--- src/rtl/led_pattern_gen_if.sv ---
// Pin bundle between the LED pattern generator and its board-level output buffers.
interface led_pattern_gen_if;
  logic       en;
  logic [1:0] mode;
  logic [3:0] led_o;
  logic       diff_o;
  logic       tick_o;

  modport master (output en, mode, input led_o, diff_o, tick_o);
  modport slave  (input en, mode, output led_o, diff_o, tick_o);
endinterface

--- src/rtl/led_pattern_gen.sv ---
// Prescaled LED pattern generator: binary count, bouncing walk, PWM breathing or off,
// with a registered single-ended copy of LED 0 for the differential output buffer.
module led_pattern_gen #(
  parameter int unsigned LOG2DELAY = 25,
  parameter int unsigned PWM_BITS  = 4
) (
  input  logic               clk,
  input  logic               rst_n,
  led_pattern_gen_if.slave   bus
);

  typedef enum logic [1:0] {
    MODE_COUNT   = 2'd0,
    MODE_WALK    = 2'd1,
    MODE_BREATHE = 2'd2,
    MODE_OFF     = 2'd3
  } mode_e;

  mode_e                mode_q;
  logic [LOG2DELAY-1:0] presc;
  logic                 tick_q;
  logic [PWM_BITS-1:0]  pwm_cnt;
  logic [PWM_BITS-1:0]  duty;
  logic                 duty_up;
  logic [3:0]           count;
  logic [3:0]           walk;
  logic                 walk_up;
  logic [3:0]           led_q;
  logic                 diff_q;

  logic [3:0]           walk_nxt;
  logic [PWM_BITS-1:0]  duty_nxt;
  logic [3:0]           led_d;
  mode_e                mode_in;

  always_comb begin
    mode_in  = mode_e'(bus.mode);
    walk_nxt = walk_up ? {walk[2:0], 1'b0} : {1'b0, walk[3:1]};
    duty_nxt = duty_up ? duty + PWM_BITS'(1) : duty - PWM_BITS'(1);
    led_d    = '0;
    case (mode_q)
      MODE_COUNT:   led_d = count;
      MODE_WALK:    led_d = walk;
      MODE_BREATHE: led_d = {4{pwm_cnt < duty}};
      default:      led_d = '0;
    endcase
  end

  always_ff @(posedge clk or negedge rst_n) begin
    if (!rst_n) begin
      mode_q  <= MODE_OFF;
      presc   <= '0;
      tick_q  <= 1'b0;
      pwm_cnt <= '0;
      duty    <= '0;
      duty_up <= 1'b1;
      count   <= '0;
      walk    <= 4'b0001;
      walk_up <= 1'b1;
      led_q   <= '0;
      diff_q  <= 1'b0;
    end else begin
      // tick_q is cleared whenever en is low, so a held-off tick never lingers
      tick_q <= bus.en && (presc == '1);
      if (bus.en) begin
        presc   <= presc + LOG2DELAY'(1);
        pwm_cnt <= pwm_cnt + PWM_BITS'(1);
      end

      // The pattern update itself does not look at en: a tick already issued is honoured
      if (tick_q) begin
        if (mode_in != mode_q) begin
          mode_q  <= mode_in;
          count   <= '0;
          walk    <= 4'b0001;
          walk_up <= 1'b1;
          duty    <= '0;
          duty_up <= 1'b1;
        end else begin
          case (mode_q)
            MODE_COUNT: count <= count + 4'd1;
            MODE_WALK: begin
              walk <= walk_nxt;
              if (walk_nxt == 4'b1000) walk_up <= 1'b0;
              if (walk_nxt == 4'b0001) walk_up <= 1'b1;
            end
            MODE_BREATHE: begin
              duty <= duty_nxt;
              if (duty_nxt == '1) duty_up <= 1'b0;
              if (duty_nxt == '0) duty_up <= 1'b1;
            end
            default: ;
          endcase
        end
      end

      led_q  <= led_d;
      diff_q <= led_d[0];
    end
  end

  assign bus.led_o  = led_q;
  assign bus.diff_o = diff_q;
  assign bus.tick_o = tick_q;

endmodule

--- src/flat_wrapper.sv ---
// flat-port wrapper written by rule: the top's interface ports become plain ports
module led_pattern_gen_flat 
#(
  parameter int unsigned LOG2DELAY = 25,
  parameter int unsigned PWM_BITS  = 4
)
  (clk, rst_n, bus_en, bus_mode, bus_led_o, bus_diff_o, bus_tick_o);
  led_pattern_gen_if bus_i ();
  input  logic clk;
  input  logic rst_n;
  input wire logic [$bits(bus_i.en)-1:0] bus_en;
  input wire logic [$bits(bus_i.mode)-1:0] bus_mode;
  output wire logic [$bits(bus_i.led_o)-1:0] bus_led_o;
  output wire logic [$bits(bus_i.diff_o)-1:0] bus_diff_o;
  output wire logic [$bits(bus_i.tick_o)-1:0] bus_tick_o;
  assign bus_i.en = bus_en;
  assign bus_i.mode = bus_mode;
  assign bus_led_o = bus_i.led_o;
  assign bus_diff_o = bus_i.diff_o;
  assign bus_tick_o = bus_i.tick_o;
  led_pattern_gen #(.LOG2DELAY(LOG2DELAY), .PWM_BITS(PWM_BITS)) u_core (.clk(clk), .rst_n(rst_n), .bus(bus_i));
endmodule
--- config.mk ---
export PLATFORM = sky130hd
export DESIGN_NAME = led_pattern_gen_flat
export DESIGN_NICKNAME = d
export VERILOG_FILES = /design/src/rtl/led_pattern_gen_if.sv /design/src/rtl/led_pattern_gen.sv /design/src/flat_wrapper.sv
export SDC_FILE = /design/constraint.sdc
export NUM_CORES = 1
export LEC_CHECK = 0
export CELL_PAD_IN_SITES_DETAIL_PLACEMENT = 0
export CELL_PAD_IN_SITES_GLOBAL_PLACEMENT = 2
export CORE_MARGIN = 4
export CORE_UTILIZATION = 38
export CTS_BUF_LIST = sky130_fd_sc_hd__clkbuf_8
export DETAILED_ROUTE_END_ITERATION = 10
export PLACE_DENSITY = 0.8
export SYNTH_ARGS = -nofsm -noshare
export SYNTH_HDL_FRONTEND = slang
export SYNTH_SLANG_ARGS = --single-unit
--- constraint.sdc ---
create_clock -name clk -period 1.8 [get_ports clk]
set_input_delay 0.36 -clock clk [delete_from_list [all_inputs] [get_ports clk]]
set_output_delay 0.36 -clock clk [all_outputs]
set_load 0.1 [all_outputs]
==> results of run 1 <==
-- placed cells by master, fill, tap and decap left out, drive strengths merged, types with 2 or more instances in the layout --
| cell | netlist | layout |
|---|---|---|
| xor2 | 10 | 10 |
| dfstp | 5 | 5 |
| or4 | 2 | 2 |
| clkdlybuf4s50 | 0 | 3 |
| and4 | 6 | 6 |
| inv | 7 | 9 |
| o211ai | 2 | 2 |
| a32o | 2 | 2 |
| a21oi | 3 | 3 |
| nand4 | 9 | 9 |
| dfrtp | 45 | 45 |
| nor2 | 9 | 9 |
| mux2i | 4 | 4 |
| nand2 | 18 | 18 |
| xnor2 | 25 | 25 |
| mux2 | 6 | 6 |
| nor2b | 2 | 2 |
| nand2b | 4 | 4 |
| a21o | 3 | 3 |
| nor3b | 2 | 2 |
| buf | 4 | 29 |
| and3 | 3 | 3 |
| clkbuf | 2 | 5 |
| nand3 | 12 | 12 |
| ha | 10 | 10 |
| and2 | 3 | 3 |
| o21ai | 11 | 11 |
-- area by class of cell --
| cell class | count | area (µm²) |
|---|---|---|
| Timing Repair Buffer | 32 | 333 |
| Sequential cell | 50 | 1260 |
| Inverter | 7 | 26.3 |
| Clock buffer | 5 | 68.8 |
| Clock inverter | 3 | 37.5 |
| Fill cell | 598 | 3340 |
| Multi-Input combinational cell | 154 | 1190 |
| Tap cell | 77 | 96.3 |
-- kinds of logic (layout without fill, tap and decap cells) --
family / after synthesis / after routing / share of synthesized area
compound gates: 25 / 25 / 0.0662
xor+xnor: 35 / 35 / 0.126
fa+ha+maj: 11 / 11 / 0.0582
buf+inv: 13 / 47 / 0.0276
flops: 50 / 50 / 0.504
mux: 10 / 10 / 0.0431
simple gates: 73 / 73 / 0.175
-- final timing paths --
kind	from	endpoint	slack, ns
worst min-delay path	rst_n	u_core.duty[1]$_DFFE_PN0P_	0.03
worst max-delay path	u_core.duty_up$_DFFE_PN1P_	u_core.duty[3]$_DFFE_PN0P_	0.04
min in group clk	u_core.presc[21]$_DFFE_PN0P_	u_core.presc[21]$_DFFE_PN0P_	0.46
max in group asynchronous	rst_n	u_core.walk_up$_DFFE_PN1P_	1.49
worst min register to register	u_core.presc[21]$_DFFE_PN0P_	u_core.presc[21]$_DFFE_PN0P_	0.46
worst max register to register	u_core.duty_up$_DFFE_PN1P_	u_core.duty[3]$_DFFE_PN0P_	0.04
-- per-stage QoR --
| stage | power (mW) | TNS (ns) | util | hold WS [ns] |
|---|---|---|---|---|
| after detailed placement | 1.79 | -0.921 | 0.456 | 0.374 |
| after global placement | 1.77 | -0.667 | 0.456 | 0.374 |
| after floorplan | 1.65 | -0.0805 | - | 0.0644 |
| final | 2.54 | 0 | 0.474 | 0.0312 |
| after global routing | 2.68 | -0.114 | 0.474 | 0.0470 |
| after CTS | 2.58 | 0 | 0.473 | 0.0361 |
-- power by group through the flow --
stage / clock, mW / combinational [mW] / sequential (mW)
3_5_place_dp: 0 / 0.381 / 1.41
3_3_place_gp: 0 / 0.368 / 1.41
6_report: 0.777 / 0.372 / 1.39
5_1_grt: 0.836 / 0.429 / 1.41
2_1_floorplan: 0 / 0.251 / 1.40
4_1_cts: 0.808 / 0.385 / 1.39
-- per-layer routing --
layer	GRT usage	up-vias
li1	-	816
met1	0.163	787
met2	0.211	21
met3	0.0249	7
met4	0.0487	0
met5	0	-
-- flip-flops by register name, summed over array words and instances (netlist names) --
register           cells
u_core.bus.led_o       4
u_core.bus.tick_o      1
u_core.walk_up         1
u_core.duty_up         1
u_core.walk            4
u_core.presc          25
u_core.duty            4
u_core.pwm_cnt         4
u_core.mode_q          2
u_core.count           4
-- what timing repair did --
action,4_1_cts,5_1_grt
pin swaps,3,3
endpoints found under the setup margin,2,3
resized for setup,1,2
==> flow_results.org, run 1 <==
** Synth
- Summing every instance area after synthesis gives 2490 µm².
- In this run, synthesis produced a sequential element count of 50.
- Most frequently used cell type in the post-synthesis netlist :: sky130_fd_sc_hd__dfrtp_1
- Ranking of synthesized cells by area :: sky130_fd_sc_hd__dfrtp_1 (45%), sky130_fd_sc_hd__xnor2_1 (8.8%), sky130_fd_sc_hd__dfstp_2 (5.3%)
- Yosys printed 0 warnings.
- Number of enable-type register cells in the synthesized netlist :: 0
- Portion of the post-synthesis area used by sequential elements :: 0.504
- Synthesis produced a netlist with a net count of roughly 230.
- For this run, asynchronously set or reset flops after synthesis account for 1.00.
- Cell taking the most area after synthesis :: sky130_fd_sc_hd__dfrtp_1
- In this run, distinct cell masters in the synthesized netlist total 42.
- Leading post-synthesis cells by instance count :: sky130_fd_sc_hd__dfrtp_1 (45), sky130_fd_sc_hd__xnor2_1 (25), sky130_fd_sc_hd__nand2_1 (18)
- For this run, the leading register cell type out of synthesis is sky130_fd_sc_hd__dfrtp_1.
- After synthesis, the mean cell area works out to 11.5 µm².
- Synthesis produced 217 cells.
- Of the post-synthesis cell area, the dominant cell type holds 0.452.

** Worst setup path
- Path depth of the worst reg2reg path :: 7
- STA classifies the critical path startpoint as a flop.
- Kind of cell adding the most delay to the critical path :: flip-flops
- Data on the critical path arrives at its endpoint at ~2.0 ns.
- STA classifies the critical path endpoint as a flop.
- Required time at the worst-slack endpoint :: 2.03 ns
- Of all nets on the critical path, the largest fanout is 3.
- Worst path cell trace :: inv_2 -> ha_4 -> a21o_1 -> a21oi_2 -> xnor2_1 -> or4_1 -> o211ai_1
- Counting both buffers and inverters, the worst setup path holds a total of 1.
- On the critical path, the stage with the largest delay is an instance of sky130_fd_sc_hd__dfstp_2.
- Levels on crit path :: 7
- The worst setup path is of the flop to flop kind.
- CP max stage delay :: between 0.5 and 0.6 ns

** Die
- Number of top-level design ports :: 11
- Cell Rows :: 29
- The initial utilization of the core area, before any placement, comes to 0.393.
- X dimension of the die :: 89.0 µm
- Die Ht :: 89.0 µm
- The die covers 7920 µm².
- Core Area :: 6350 µm²

** Route
- After detailed routing, the average wire length per cell comes to 13.3 µm.
- Starting DRC count in detailed routing :: 39
- Remaining DRCs :: 0
- The detailed router placed 1631 vias in this run.
- Number of vias per cell after detailed routing :: between 4 and 5
- Detailed-routed wire length on met2 :: 2010 µm
- The detailed router put a total of about 2100 µm of wire on met1.
- Antenna Violating Nets Remaining :: 0
- Total length of routed met3 wires :: between 100 and 150 µm
- Total wirelength of the detailed-routed design :: 4370 µm
- The first TritonRoute pass finished after 4 iterations.
- The highest metal layer carrying signal wires in the routed design is met4.

** Placement
- Worst-case setup slack after placement :: -0.115 ns
- Placed Area :: 2890 µm²
- Routability cong. :: between 0.7 and 0.8
- Final HPWL DP :: 3070 µm
- I/O Buffers :: 10
- The number of placed instances, taps included, is 320.

** Power
- In this run the power spent charging and discharging nets is 0.675 mW.
- Across the VDD grid, the largest voltage drop is ~0.45 mV.
- Cell internal power was estimated by the tool at around 1.9 mW.
- Of the total power, combinational logic draws 0.147.
- Of the total power, the share spent switching nets is 0.266.
- Portion of total power attributed to sequential cells :: 0.547
- Dividing total power by cell area gives a power density of 844 nW/µm².
- Clock group share of total power :: 0.306
- The analysis attributes to cell leakage a power of 1.32 nW.

** Clock network
- Hold buffer count at CTS :: 0
- Clock tree from TritonCTS :: done
- Setup Fix Bufs, Post-CTS :: 0
- Clock network latency to the later pin of the worst-skew pair :: 0.30 ns
- Clock tree synthesis found a total of 50 sinks.
- Maximum number of buffers from clock root to sink :: 2
- The H-tree was split into 2 levels.
- Buffer cell driving the clock tree root :: sky130_fd_sc_hd__clkbuf_8
- In this run, CTS created clock tree buffers numbering 5.
- Clock-pin slew of the registers on the worst-case setup and hold paths :: 0.09 ns

** Timing
- Max transition margin :: 0.633
- Hold Fails Final Rpt :: 0
- Max Transition Viols Final :: 0
- The worst path in the final design needs a cycle of 1.76 ns, including I/O delays and setup.
- Slew at the pin closest to its max-slew limit :: roughly 0.55 ns
- Clock Skews :: just over 0.006 ns
- Timing would allow up to 567 MHz.
- In the finished design, the share of the clock period the worst path needs comes to 0.980.
- Setup repair after global routing could not meet its margin everywhere.
- Setup violations remaining at the end of the flow were counted as 0.
- Final setup margin :: 0.0369 ns

** Final layout
- The finished cells cover 3010 µm².
- Antenna cell count :: 0
- Final layout net count :: 266
- Share of cells above drive strength 1 :: 0.235
- Post-route insts no fill :: 328
- Synth-to-layout area growth :: 20.6%

** Global route
- The first global-routing pass estimated 7860 µm of wire.
- The number of global-route vias before repair was 1729.
- Summed over all layers, the global routing overflow is 0.
- Gr usage total :: 0.127
- Antenna violations before repair :: 0
- Largest net degree at the start of global routing :: 51

** Min path
- The tightest min-delay check is of the input pin to asynchronous set/reset pin type.

** Job
- Across the run, the number of max-cap violations was 0.

** Outcome
- The flow ran to the end, and the final reports show no timing, DRC or antenna violations.
(Power assumes the default switching activity.)
==> inputs of run 2 (changes only) <==
- CORE_UTILIZATION: 38 -> 30
- MAX_ROUTING_LAYER: not set -> met4
- PLACE_DENSITY: 0.8 -> 0.66
==> run 2 against run 1 <==
Compared with the run above:
- the run now ends with setup timing left
- first-iteration DRC count up 41%
- clock skew increased by 0.0072 ns
- final cell count is 7.0% higher
- die area rose by 24%
- clock power down 14%
- global-route usage is 2.4 points lower
- sequential power is essentially flat
- register-to-register slack worse by 0.07 ns
- sequential share of layout area decreased by 0.60 points
- count of clock-buffer cells in the layout stayed put
- critical path type unchanged
- largest cell class unchanged
- largest power group unchanged
==> flow_results.org, run 2 (synthesis results as in run 1) <==
** Outcome
- Outcome :: finished, violations left
- Violations in the final reports :: setup timing

** Clock network
- Once the clock tree was built, the setup fixing pass inserted 0 buffers.
- Sink count of the clock tree :: 50
- Clock-pin slew was measured on the worst setup and hold paths at 0.10 ns.
- Buffer cell driving the clock tree root :: sky130_fd_sc_hd__clkbuf_8
- The number of hold buffers added after CTS was 0.
- Clock tree from TritonCTS :: done
- The clock passes through at most 2 buffers.
- Clock network latency to the later pin of the worst-skew pair :: 0.30 ns
- Clock buffer count from CTS :: 5
- H-Tree Level Count :: 2

** Route
- Total wirelength of the detailed-routed design :: around 4500 µm
- For this run, design rule violations remaining after detail routing come to 0.
- First-pass detailed-route iteration total :: 4
- Overall via count from detail_route :: between 1500 and 2000
- In the routed layout, each cell is associated on average with a via count of 4.62.
- For this block, the initial DRC count from the detailed router was 55.
- Wire per inst :: 12.8 µm
- In this run the remaining antenna-violating nets after routing total 0.

** Final layout
- Fill count :: 763
- In the final layout, the share of cells above drive strength 1 is 0.257.
- Top reg by flops :: u_core.presc
- Most frequent cells in the layout :: sky130_fd_sc_hd__dfrtp_1 (44), sky130_fd_sc_hd__xnor2_1 (23), sky130_fd_sc_hd__nand2_1 (18), sky130_fd_sc_hd__buf_4 (18), sky130_fd_sc_hd__nand3_1 (12)
- In the final layout, flip-flops and latches occupy about 1300 µm².
- The number of antenna diodes in the final layout is 0.
- Max FFs per register :: 25
- Most common library cell in the layout ignoring fill and taps :: sky130_fd_sc_hd__dfrtp_1
- Final layout net count :: between 200 and 300
- Area of the multi-input gates :: around 1200 µm²
- Synth-to-layout area growth :: 22.4%

** Global route
- Gr ovfl total :: 0
- Largest net degree at the start of global routing :: 51
- For this run, global-route usage on met3 was measured as 0.0224.
- Global-route wire length before repair :: 8020 µm
- Antenna violations before repair :: 0
- Across every metal layer, demand over resource in global routing totals 0.103.
- In this run the most used layer during global routing was met2.
- Global Route met2 Usage :: 0.154
- In the global route stage, met1 resource usage came out at 0.139.
- Vias in the first global route :: 1668

** Die
- DIE AREA :: 9830 µm²
- Core Area :: 7890 µm²
- The floorplan has 32 rows.
- The initial utilization of the core area, before any placement, comes to 0.316.
- 11 I/O pins were placed.
- In this run the vertical extent of the chip is 99.2 µm.
- X dimension of the die :: 99.2 µm

** Worst setup path
- Counting cells, the worst reg-to-reg path comes to 7.
- Maximum fanout along the worst path :: 3
- Critical Path Sink Type :: flop
- At the worst endpoint, the required time is 2.03 ns.
- Critical register-to-register path startpoint :: u_core.duty_up$_DFFE_PN1P_
- STA puts the critical path data arrival time at 2.06 ns.
- The endpoint identified for the worst register-to-register timing path is u_core.duty[3]$_DFFE_PN0P_.
- The worst setup path is launched from a flop.
- Classification of the worst setup path :: flop to flop
- Setup slack on the worst reg-to-reg path comes out at -0.03 ns.

** Timing
- Measured against its own limit, the worst slew margin works out to 0.773.
- Setup violations remaining at the end of the flow were counted as 2.
- In the post-route analysis, the smallest setup slack over all paths is -0.0322 ns.
- In the finished design, the share of the clock period the worst path needs comes to 1.02.
- Min Tclk post-route :: 1.83 ns
- Setup repair after global routing could not meet its margin everywhere.
- Between clock sinks in the finished design, the worst skew comes to 0.0134 ns.
- Derived from the worst setup path, the maximum achievable clock frequency is roughly 550 MHz.
- Slew at the pin closest to its max-slew limit :: 0.340 ns
- The count of final hold-check violations was 0.
- The number of pins with negative max-slew slack in the final report came to 0.

** Placement
- Worst-case setup slack after placement :: -0.216 ns
- I/O Buffers :: 10
- Final HPWL DP :: 3100 µm
- Routability cong. :: around 0.74

** Min path
- The tightest min-delay check is of the input pin to asynchronous set/reset pin type.

** Power
- Dividing total power by cell area gives a power density of 795 nW/µm².
- VDD sags by at most 0.329 mV.
- Power comes to roughly 2.4 mW.
- Summed over all cells, the static leakage comes to around 1.3 nW.

** Job
- Number of maximum-capacitance violations :: 0
[run 2: changes by cell type in the layout (fill, tap and decap cells not counted), moves of 2 or more]
cell,change
sky130_fd_sc_hd__buf_4,-3
sky130_fd_sc_hd__inv_1,-2
sky130_fd_sc_hd__xnor2_1,-2
sky130_fd_sc_hd__xnor2_2,+2
[run 2: final cells by class]
cell class	instances	area share
Clock buffer	5	0.0226
Clock inverter	3	0.00697
Inverter	7	0.00861
Multi-Input combinational cell	154	0.402
Sequential cell	50	0.412
Tap cell	102	0.0418
Timing Repair Buffer	30	0.105
[run 2: power breakdown]
part,internal [mW],total (mW),leakage [nW],switching (mW)
Combinational,0.204,0.372,0.630,0.168
Clock,0.274,0.667,0.0441,0.393
Sequential,1.25,1.39,0.640,0.134
[run 2: metrics by stage]
| stage | TNS, ns | instance area, µm² | instances | util | hold WS [ns] |
|---|---|---|---|---|---|
| final | -0.0607 | 3050 | 351 | 0.387 | 0.0253 |
| after global routing | -0.224 | 3050 | 351 | 0.387 | 0.0352 |
| after CTS | -0.0804 | 3010 | 351 | 0.381 | 0.0302 |
| after detailed placement | -1.84 | 2910 | 343 | 0.369 | 0.373 |
| after global placement | -1.69 | 2910 | 343 | 0.369 | 0.381 |
| after floorplan | -0.0805 | 2510 | 217 | - | 0.0644 |
[run 2: what timing repair did]
| action | 4_1_cts | 5_1_grt |
|---|---|---|
| pin swaps | 4 | 4 |
| gates resized for setup | 3 | 7 |
| endpoints found under the setup margin | 2 | 3 |
[run 2: routing by layer]
layer  up-vias  share of wire  routed length (µm)
li1        816              -                   -
met1       785           0.50                2230
met2        17           0.47                2120
met3         4          0.025                 112
met4         0         0.0084                  38
met5         -              0                   0
[run 2: worst max-delay path by stage]
| stage | start | endpoint | slack (ns) | depth (start not counted) |
|---|---|---|---|---|
| finish | u_core.duty_up$_DFFE_PN1P_ | u_core.duty[3]$_DFFE_PN0P_ | -0.03 | 7 |
| CTS | u_core.duty_up$_DFFE_PN1P_ | u_core.duty[3]$_DFFE_PN0P_ | -0.08 | 7 |
| floorplan | u_core.duty_up$_DFFE_PN1P_ | u_core.duty[3]$_DFFE_PN0P_ | -0.08 | 7 |
| global route | u_core.duty_up$_DFFE_PN1P_ | u_core.duty_up$_DFFE_PN1P_ | -0.12 | 8 |
| global placement | bus_en | u_core.bus.tick_o$_DFF_PN0_ | -0.18 | 6 |
| detailed placement | bus_en | u_core.presc[24]$_DFFE_PN0P_ | -0.22 | 6 |
[run 2: worst max-delay path: stages, from the launching register on]
cell	delay, ns
sky130_fd_sc_hd__dfstp_2	0.55
sky130_fd_sc_hd__inv_2	0.06
sky130_fd_sc_hd__ha_4	0.21
sky130_fd_sc_hd__a21o_1	0.18
sky130_fd_sc_hd__a21oi_4	0.16
sky130_fd_sc_hd__xnor2_2	0.09
sky130_fd_sc_hd__or4_1	0.41
sky130_fd_sc_hd__o211ai_1	0.10
==> inputs of run 3 (changes only) <==
- CAP_MARGIN: not set -> 20
==> results of run 3 <==
No change in the layout: final DEF, timing and power equal those of run 2.
